$ cat config.mk
export PLATFORM = sky130hd
export DESIGN_NAME = dcache_refill_ctl
export DESIGN_NICKNAME = d
export VERILOG_FILES = /design/src/rtl/dcache_pkg.sv /design/src/rtl/refill_line_buf.sv /design/src/rtl/dcache_refill_ctl.sv
export SDC_FILE = /design/constraint.sdc
export NUM_CORES = 1
export LEC_CHECK = 0
export CORE_AREA = 2 2 466 468
export CTS_BUF_LIST = sky130_fd_sc_hd__clkbuf_8
export DETAILED_ROUTE_END_ITERATION = 10
export DIE_AREA = 0 0 468 470
export HOLD_SLACK_MARGIN = 0.05
export SYNTH_ARGS = -nofsm -noshare
export SYNTH_HDL_FRONTEND = slang
export SYNTH_SLANG_ARGS = --single-unit
$ cat constraint.sdc
create_clock -name clk -period 4.1 [get_ports clk]
set_input_delay 0.615 -clock clk [delete_from_list [all_inputs] [get_ports clk]]
set_output_delay 0.615 -clock clk [all_outputs]
set_load 0.01 [all_outputs]
$ cat src/rtl/dcache_pkg.sv
// Shared types and geometry for the data-cache refill path.
package dcache_pkg;

  localparam int LINE_WORDS = 16;
  localparam int WORD_W     = 32;
  localparam int OFFSET_W   = 6;
  localparam int INDEX_W    = 8;
  localparam int TAG_W      = 18;

  typedef enum logic [1:0] {
    IDLE = 2'd0,
    WB   = 2'd1,
    RD   = 2'd2,
    RESP = 2'd3
  } state_e;

  typedef logic [LINE_WORDS-1:0][WORD_W-1:0] line_t;

endpackage

$ cat src/rtl/refill_line_buf.sv
// Line-wide word register: bulk load of a victim line, single-word writes during
// refill, one indexed read port for writeback data, and the full line out.
module refill_line_buf #(
  parameter int LINE_WORDS = 16,
  parameter int DATA_W     = 32,
  parameter int IDX_W      = $clog2(LINE_WORDS)
) (
  input  logic                              clk,
  input  logic                              rst,
  input  logic                              load_i,
  input  logic [LINE_WORDS-1:0][DATA_W-1:0] line_i,
  input  logic                              we_i,
  input  logic [IDX_W-1:0]                  idx_i,
  input  logic [DATA_W-1:0]                 wdata_i,
  output logic [DATA_W-1:0]                 rword_o,
  output logic [LINE_WORDS-1:0][DATA_W-1:0] line_o
);

  logic [LINE_WORDS-1:0][DATA_W-1:0] words_q;

  always_ff @(posedge clk or negedge rst) begin
    if (!rst)        words_q <= '0;
    else if (load_i) words_q <= line_i;
    else if (we_i)   words_q[idx_i] <= wdata_i;
  end

  assign rword_o = words_q[idx_i];
  assign line_o  = words_q;

endmodule

$ cat src/rtl/dcache_refill_ctl.sv
// Miss/eviction controller: writes back a dirty victim word by word, then reads
// the missing line word by word and returns it with a one-cycle response pulse.
module dcache_refill_ctl #(
  parameter int LINE_WORDS = 16,
  parameter int ADDR_W     = 32,
  parameter int DATA_W     = 32
) (
  input  logic                         clk,
  input  logic                         rst,
  input  logic                         i_cache_miss,
  input  logic [ADDR_W-1:0]            i_miss_addr,
  input  logic                         i_evict,
  input  logic [ADDR_W-1:0]            i_evict_addr,
  input  logic [LINE_WORDS*DATA_W-1:0] i_evict_data,
  output logic                         o_stall,
  output logic [LINE_WORDS*DATA_W-1:0] o_memory_line,
  output logic                         o_memory_response,
  output logic                         o_mem_req,
  output logic                         o_mem_we,
  output logic [ADDR_W-1:0]            o_mem_addr,
  output logic [DATA_W-1:0]            o_mem_wdata,
  input  logic                         i_mem_ack,
  input  logic [DATA_W-1:0]            i_mem_rdata
);

  import dcache_pkg::*;

  localparam int                 CNT_W     = $clog2(LINE_WORDS);
  localparam logic [CNT_W-1:0]   LAST      = CNT_W'(LINE_WORDS - 1);
  localparam logic [ADDR_W-1:0]  BASE_MASK = ~ADDR_W'((1 << OFFSET_W) - 1);

  state_e                            state_q, state_d;
  logic [CNT_W-1:0]                  cnt_q, cnt_d;
  logic [ADDR_W-1:0]                 miss_base_q, miss_base_d;
  logic [ADDR_W-1:0]                 evict_base_q, evict_base_d;
  logic                              buf_load, buf_we;
  logic [DATA_W-1:0]                 buf_rword;
  logic [LINE_WORDS-1:0][DATA_W-1:0] evict_line, buf_line;
  logic [ADDR_W-1:0]                 word_off;

  assign evict_line    = i_evict_data;
  assign o_memory_line = buf_line;
  assign word_off      = ADDR_W'({cnt_q, 2'b00});
  assign o_stall       = i_cache_miss | (state_q != IDLE);

  refill_line_buf #(
    .LINE_WORDS (LINE_WORDS),
    .DATA_W     (DATA_W)
  ) u_line_buf (
    .clk     (clk),
    .rst     (rst),
    .load_i  (buf_load),
    .line_i  (evict_line),
    .we_i    (buf_we),
    .idx_i   (cnt_q),
    .wdata_i (i_mem_rdata),
    .rword_o (buf_rword),
    .line_o  (buf_line)
  );

  always_ff @(posedge clk or negedge rst) begin
    if (!rst) begin
      state_q      <= IDLE;
      cnt_q        <= '0;
      miss_base_q  <= '0;
      evict_base_q <= '0;
    end else begin
      state_q      <= state_d;
      cnt_q        <= cnt_d;
      miss_base_q  <= miss_base_d;
      evict_base_q <= evict_base_d;
    end
  end

  always_comb begin
    state_d           = state_q;
    cnt_d             = cnt_q;
    miss_base_d       = miss_base_q;
    evict_base_d      = evict_base_q;
    buf_load          = 1'b0;
    buf_we            = 1'b0;
    o_mem_req         = 1'b0;
    o_mem_we          = 1'b0;
    o_mem_addr        = '0;
    o_mem_wdata       = '0;
    o_memory_response = 1'b0;

    unique case (state_q)
      IDLE: begin
        if (i_cache_miss) begin
          miss_base_d  = i_miss_addr & BASE_MASK;
          evict_base_d = i_evict_addr & BASE_MASK;
          // Victim data only matters for a dirty eviction; a clean miss leaves
          // the previous line visible until read data overwrites it.
          buf_load     = i_evict;
          cnt_d        = '0;
          state_d      = i_evict ? WB : RD;
        end
      end
      WB: begin
        o_mem_req   = 1'b1;
        o_mem_we    = 1'b1;
        o_mem_addr  = evict_base_q + word_off;
        o_mem_wdata = buf_rword;
        if (i_mem_ack) begin
          if (cnt_q == LAST) begin
            cnt_d   = '0;
            state_d = RD;
          end else begin
            cnt_d = cnt_q + 1'b1;
          end
        end
      end
      RD: begin
        o_mem_req  = 1'b1;
        o_mem_addr = miss_base_q + word_off;
        if (i_mem_ack) begin
          buf_we = 1'b1;
          if (cnt_q == LAST) begin
            cnt_d   = '0;
            state_d = RESP;
          end else begin
            cnt_d = cnt_q + 1'b1;
          end
        end
      end
      RESP: begin
        o_memory_response = 1'b1;
        state_d           = IDLE;
      end
      default: state_d = IDLE;
    endcase
  end

endmodule

==> summary.txt, run 1 <==
Run status
  – Outcome: completed

Placement
  – Port Buffer Count: 1178
  – Routability Congestion: 0.939
  – DP HPWL: 200000 um
  – Area after DPL: 0.0460 sq mm

Routing
  – Detailed-route vias per instance: 4.32
  – Antenna viol nets, final: 0
  – Vias: 30440
  – Drt pass-1 iters: 5
  – Routed len/inst: 35.3 um
  – DRC Markers: 0
  – 1st-iter DRT viols: 2865
  – Total Wirelength: 249000 um

Synthesis
  – Post-Syn Area: 0.0302 sq mm
  – FFs w/ async S/R, synth: 100%
  – YS warnings: 0
  – Post-synthesis simple-gate area fraction: 7.78%
  – Yosys cell types: 30
  – Largest family of logic cells by synthesized area: multiplexers
  – Synthesized area per cell: 10.5 sq um
  – Synth Flop Type: dfrtp_1
  – Xor/xnor cell area share of the yosys netlist: 0.0290%
  – EDFF count, synth: 0
  – Yosys top cell by area: dfrtp_1
  – Synth Area in Adders: 0.414%
  – Mux contribution to synthesized area: 28.2%
  – Cells after Synth: 2882
  – Synth Area in Compound Gates: 12.4%
  – Area share of the largest cell type after synthesis: 47.2%
  – Synth top area cells: dfrtp_1, mux2i_1, o21ai_0
  – Yosys reg bits: 570
  – Seq/Total Area, Yosys: 47.2%

Power
  – Net switching share of the total power: 46.7%
  – Leak pwr: 18.6 nW
  – Clk pwr share: 16.8%
  – Part of the power in registers: 30.1%
  – Cell Int Power: 0.0208 W
  – Worst VDD drop: 0.000480 V
  – PwrDens: 792 mW/mm^2
  – Switch Pwr: 0.0182 W
  – Comb pwr share: 53.1%

STA
  – WHS: 0.238 ns
  – Final period demand of the worst path: 4.06 ns
  – Max Clk Rate: 247 MHz
  – Rel. slew slack: 11.5%
  – Final setup fails: 0
  – Clock skew: 0.0935 ns
  – Worst-margin pin slew: 1.32 ns
  – Max-slew violation total from the final report: 0
  – Fin Setup TNS: 0 ns
  – Final period utilization: 98.9%
  – Final Hold Viols: 0

Clock tree
  – Clock Latency Late Sink: 0.91 ns
  – H-Tree Depth: 3
  – Clk pin slew, worst setup/hold paths: 0.06 ns
  – CTS tree: done
  – Num CTS Buffers: 115
  – CTS Root Cell: clkbuf_8
  – Clock tree buffer depth: 3
  – CTS sink count: 570

Hold path
  – Hold Crit Endpoint: u_line_buf.line_o[46]$_DFFE_PN0P_
  – Hold path start: i_evict_data[46]
  – Worst Hold Class: in2reg
  – Hold depth: 3

Critical path
  – Nature of the critical path endpoint: output port
  – Crit path cell chain: buf_12, buf_16, mux2i_1, a22oi_2, o221ai_2, o21ai_2, clkdlybuf4s50_1
  – CP bufs+invs: 3
  – CP Max Fanout: 23
  – Max incr delay on CP: 0.57 ns
  – CP arrival: 3.44 ns
  – Stages on worst setup path: 7
  – Crit path max-delay family: buffers and inverters
  – RR Endpoint: u_line_buf.line_o[97]$_DFFE_PN0P_
  – Reg-to-reg startpoint: cnt_q[1]$_DFFE_PN0P_
  – Crit path required time: 3.48 ns
  – Slowest CP cell: clkdlybuf4s50_1
  – Setup crit start kind: flip-flop
  – Worst reg2reg path depth: 8
  – Flop2flop setup slack: 0.88 ns
  – Crit Path Class: reg2out

GRT
  – GR Overflow Total: 0
  – Antenna violations before repair: 67
  – Vias in the first global route: 30506
  – Tot GR Track Use: 21.8%
  – Largest net degree at the start of global routing: 139
  – First-pass GRT wire length: 315000 um

Floorplanning
  – Row Count: 171
  – Die area: 0.220 sq mm
  – Starting density of the core: 14.0%
  – Die H: 470 um
  – Die width: 468 um
  – Core area: 0.216 sq mm
  – Ports: 1193

Job
  – Max Cap Violations: 0

Layout
  – Design area: 0.0493 sq mm
  – Syn-to-layout area delta: 63.1%
  – Filler Cells Inserted: 23347
  – Final net count: 4693
  – Util after Layout: 22.9%
  – Share of layout cells above drive strength 1: 14.5%
cell usage after synthesis (3+ instances only):
master    count
mux2_2      116
buf_4        13
o221ai_1     33
o21ai_1     120
and2_1        3
buf_1        11
mux4_2       64
nand2b_1      3
dfrtp_1     570
nor2b_1      28
or3_1         4
nand2_1     522
buf_2        96
o21ai_0     429
ha_1         10
clkbuf_1    150
nor2_2       12
inv_1         7
a22oi_1      90
nor2_1        7
mux2i_1     579
nand3_1       5
registers in the layout, indices dropped and copies added, names as in the netlist:
register / flops
miss_base_q: 26
u_line_buf.line_o: 512
evict_base_q: 26
state_q: 2
cnt_q: 4
worst min-delay path: stages:
cell	delay [ns]
clkdlybuf4s50_1	0.40
nand2_1	0.05
o21ai_1	0.05
how the worst max path moves through the flow:
stage,slack [ns],startpoint,endpoint
2_1_floorplan,1.66,cnt_q[1]$_DFFE_PN0P_,u_line_buf.line_o[11]$_DFFE_PN0P_
3_3_place_gp,0.27,cnt_q[3]$_DFFE_PN0P_,o_mem_wdata[26]
3_5_place_dp,0.28,cnt_q[3]$_DFFE_PN0P_,o_mem_wdata[26]
4_1_cts,-0.14,cnt_q[0]$_DFFE_PN0P_,o_mem_wdata[10]
5_1_grt,-0.005,state_q[1]$_DFFE_PN0P_,o_mem_wdata[1]
6_report,0.04,cnt_q[1]$_DFFE_PN0P_,o_mem_wdata[7]
placed cells by master, fill, tap and decap left out, drive strengths merged, types with 3 or more instances in the layout:
master,netlist,final
buf,120,164
clkinv,0,20
nand3,5,5
mux2i,579,579
o221ai,33,33
clkbuf,150,143
nand2b,3,3
a22oi,90,90
and2,3,3
or3,4,4
bufinv,0,6
clkdlybuf4s50,0,1148
dlygate4sd2,0,16
nor2b,28,28
dfrtp,570,570
nor2,19,19
mux2,116,116
ha,10,10
mux4,64,64
inv,7,46
nand2,522,522
o21ai,549,549
diode,0,33
clkinvlp,0,6
per-stage QoR:
step | power [W] | instances | setup WS (ns)
finish | 0.0391 | 7049 | 0.0441
CTS | 0.0392 | 7005 | -0.139
global route | 0.0410 | 7043 | -0.00497
floorplan | 0.0174 | 2883 | 1.66
detailed placement | 0.0317 | 6771 | 0.284
global placement | 0.0316 | 6771 | 0.272
area by class of cell:
cell class              instances  area, sq um  area share (%)
multi-input cells            2036        15200            30.7
flip-flops and latches        570        14300            28.9
repair buffers               1340        13700            27.9
well taps                    2854         3570            7.24
clock buffers                 138         1900            3.85
clock inverters                71          572            1.16
diodes                         33         82.6           0.167
inverters                       7         26.3          0.0533
cells by family (layout without fill, tap and decap cells):
| group | Yosys count | count (layout) |
|---|---|---|
| other | 1 | 35 |
| xor gates and xnor gates | 1 | 1 |
| DFF | 570 | 570 |
| muxes | 759 | 759 |
| and+or+nand+nor | 588 | 588 |
| adders and majority gates | 10 | 10 |
| AOI/OAI and AO/OA | 676 | 676 |
| buffers and inverters | 277 | 1556 |
power by group through the flow:
stage | Sequential [W] | Clock [W] | Combinational, W
floorplan | 0.0111 | 0 | 0.00626
global placement | 0.0117 | 0 | 0.0199
detailed placement | 0.0117 | 0 | 0.0200
CTS | 0.0117 | 0.00676 | 0.0207
global route | 0.0120 | 0.00700 | 0.0220
finish | 0.0117 | 0.00657 | 0.0207
metal layers:
metal	track usage [%]	up-vias	share of wire (%)
met3	12.0	322	14
met1	27.2	15472	41
met4	8.21	14	3.4
met2	30.9	1921	41
li1	-	12711	-
met5	0	-	0.038
timing repair:
| item | 4_1_cts | 5_1_grt |
|---|---|---|
| cloned | 4 | 2 |
| pin swaps | 17 | 7 |
| hold buffers | 1 | 0 |
| endpoints found under the hold margin | 59 | 0 |
| endpoints found under the setup margin | 32 | 18 |
| setup buffers | 20 | 9 |
| gates resized for setup | 99 | 18 |
Power figures use the tool's default switching activity.
==> inputs of run 2 (changes only) <==
- CORE_AREA: 2 2 466 468 -> 2 2 467 469
- DIE_AREA: 0 0 468 470 -> 0 0 469 471
- clock period: 4.1 -> 4.3 ns (I/O delays scaled with it)
==> run 2 against run 1 <==
  * Die area is 0.43% higher
  * Worst setup slack lost 0.035 ns
  * Total power down 5.7%
  * Routed wire length shrank 0.88%
==> summary.txt, run 2 (synthesized netlist as in run 1, its figures left out) <==
Routing
  – Met2 WL: 102000 um (was 103000 um)
  – Detailed-route vias per instance: 4.31 (was 4.32)
  – Highest Signal Layer: met5 (unchanged)
  – 1st-iter DRT viols: 2677 (was 2865)
  – Antenna viol nets, final: 0 (unchanged)
  – Vias: 30306 (was 30440)
  – Met3 routed WL: 35600 um (was 35300 um)
  – Drt pass-1 iters: 7 (was 5)
  – DRC Markers: 0 (unchanged)
  – Routed len/inst: 35.1 um (was 35.3 um)
  – M1 wire length: 98300 um (was 102000 um)
  – Total Wirelength: 247000 um (was 249000 um)

Critical path
  – Setup crit start kind: flip-flop (unchanged)
  – Crit path cell chain: nor2b_4, buf_6, a22oi_2, o221ai_1, o21ai_0, clkdlybuf4s50_1 (was buf_12, buf_16, mux2i_1, a22oi_2, o221ai_2, o21ai_2, clkdlybuf4s50_1)
  – Crit path required time: 3.65 ns (was 3.48 ns)
  – Slowest CP cell: clkdlybuf4s50_1 (unchanged)
  – Max incr delay on CP: 0.63 ns (was 0.57 ns)
  – CP arrival: 3.65 ns (was 3.44 ns)
  – Nature of the critical path endpoint: output port (unchanged)
  – Crit Path Class: reg2out (unchanged)
  – CP Max Fanout: 18 (was 23)

STA
  – Final Hold Viols: 0 (unchanged)
  – WHS: 0.283 ns (was 0.238 ns)
  – Clock skew: 0.0469 ns (was 0.0935 ns)
  – Max Clk Rate: 233 MHz
  – Max-slew violation total from the final report: 0 (unchanged)
  – Final period utilization: 99.8%
  – Rel. slew slack: 25.6% (was 11.5%)
  – Final setup fails: 0 (unchanged)
  – Worst-margin pin slew: 1.11 ns (was 1.32 ns)
  – Final period demand of the worst path: 4.29 ns
  – RSZ-0062 raised after global routing: true

GRT
  – GR Overflow Total: 0 (unchanged)
  – Tot GR Track Use: 21.6% (was 21.8%)
  – First-pass GRT wire length: 312000 um (was 315000 um)
  – Largest net degree at the start of global routing: 111 (was 139)
  – Antenna violations before repair: 95 (was 67)
  – Vias in the first global route: 30294 (was 30506)

Clock tree
  – Num CTS Buffers: 114 (was 115)
  – CTS tree: done (unchanged)
  – H-Tree Depth: 3 (unchanged)
  – CTS sink count: 570 (unchanged)
  – Clock Latency Late Sink: 0.91 ns (about the same)
  – Clock tree buffer depth: 3 (unchanged)
  – CTS Root Cell: clkbuf_8 (unchanged)
  – Clk pin slew, worst setup/hold paths: 0.06 ns (about the same)

Placement
  – Port Buffer Count: 1178 (unchanged)
  – DP HPWL: 201000 um (was 200000 um)
  – Routability Congestion: 0.947 (was 0.939)
  – Area after DPL: 0.0459 sq mm (was 0.0460 sq mm)

Layout
  – Syn-to-layout area delta: 61.6% (was 63.1%)
  – Largest register FFs: 512 (unchanged)
  – Final net count: 4664 (was 4693)
  – Commonest non-fill, non-tap cell in the layout: clkdlybuf4s50_1 (unchanged)
  – Design area: 0.0489 sq mm (was 0.0493 sq mm)
  – Share of layout cells above drive strength 1: 13.2% (was 14.5%)
  – Most frequent cells in the layout: clkdlybuf4s50_1, mux2i_1, dfrtp_1 (unchanged)

Power
  – Comb pwr share: 53.1% (about the same)
  – Worst VDD drop: 0.000360 V (was 0.000480 V)
  – Clk pwr share: 16.7% (was 16.8%)
  – Cell Int Power: 0.0197 W (was 0.0208 W)
  – Switch Pwr: 0.0171 W (was 0.0182 W)
  – Part of the power in registers: 30.3% (was 30.1%)
  – Net switching share of the total power: 46.4% (was 46.7%)
  – PwrDens: 753 mW/mm^2 (was 792 mW/mm^2)
  – Leak pwr: 18.4 nW (was 18.6 nW)

Hold path
  – Worst Hold Class: in2reg (unchanged)

Floorplanning
  – Row Count: 171 (unchanged)
  – Core area: 0.216 sq mm (about the same)
  – Ports: 1193 (unchanged)
  – Starting density of the core: 14.0% (about the same)
  – Die H: 471 um (was 470 um)
  – Die width: 469 um (was 468 um)
  – Die area: 0.221 sq mm (was 0.220 sq mm)

Run status
  – Outcome: completed (unchanged)

Job
  – Max Cap Violations: 0 (unchanged)
run 2: final timing paths:
path	endpoint	cells after the start	from	slack (ns)
setup / recovery	o_mem_wdata[2]	6	cnt_q[0]$_DFFE_PN0P_	0.01
hold / removal	u_line_buf.line_o[10]$_DFFE_PN0P_	3	i_evict_data[10]	0.28
setup reg to reg	u_line_buf.line_o[68]$_DFFE_PN0P_	9	cnt_q[1]$_DFFE_PN0P_	1.13
hold reg to reg	evict_base_q[9]$_DFFE_PN0P_	1	evict_base_q[9]$_DFFE_PN0P_	0.51
max in group asynchronous	u_line_buf.line_o[481]$_DFFE_PN0P_	4	rst	2.76
min in group asynchronous	u_line_buf.line_o[59]$_DFFE_PN0P_	2	rst	0.41
run 2: stage by stage:
stage,cells,util (%),total power (W),TNS (ns),setup WS (ns)
4_1_cts,6990,22.5,0.0371,-0.193,-0.0692
2_1_floorplan,2883,-,0.0166,0,1.86
6_report,7037,22.6,0.0368,0,0.00960
3_3_place_gp,6762,21.2,0.0301,0,0.289
5_1_grt,7023,22.6,0.0387,-0.0359,-0.0223
3_5_place_dp,6762,21.2,0.0303,0,0.269
run 2: worst max-delay path: cells and delay by family, from the launching register on:
kind            cells  cell delay [ns]
simple gates        1             0.25
compound gates      3             1.10
flops               1             0.53
buf+inv             2             0.86
run 2: power by group through the flow:
stage / Clock [W] / Sequential (W) / Combinational (W)
after global routing: 0.00654 / 0.0113 / 0.0208
after detailed placement: 0 / 0.0112 / 0.0191
after floorplan: 0 / 0.0106 / 0.00596
final: 0.00615 / 0.0111 / 0.0195
after CTS: 0.00632 / 0.0111 / 0.0197
after global placement: 0 / 0.0111 / 0.0190
run 2: metal layers:
| metal | global-route usage [%] | up-vias |
|---|---|---|
| met5 | 0 | - |
| met4 | 8.50 | 12 |
| met3 | 11.8 | 324 |
| met2 | 31.2 | 1856 |
| met1 | 26.4 | 15424 |
| li1 | - | 12690 |
run 2: repair_timing:
action,CTS,global route
hold buffers,1,0
buffers inserted,13,0
gates cloned,3,0
setup endpoints to repair,30,12
pin swaps,2,1
resized for setup,28,14
hold endpoints to repair,63,0
run 2: area by class of cell:
cell class              instances  area [sq um]
multi-input cells            2036         15000
well taps                    2854          3570
flip-flops and latches        570         14300
diodes                         47           118
inverters                       7          26.3
fillers                     23357        167000
repair buffers               1312         13500
clock inverters                64           424
clock buffers                 147          2020
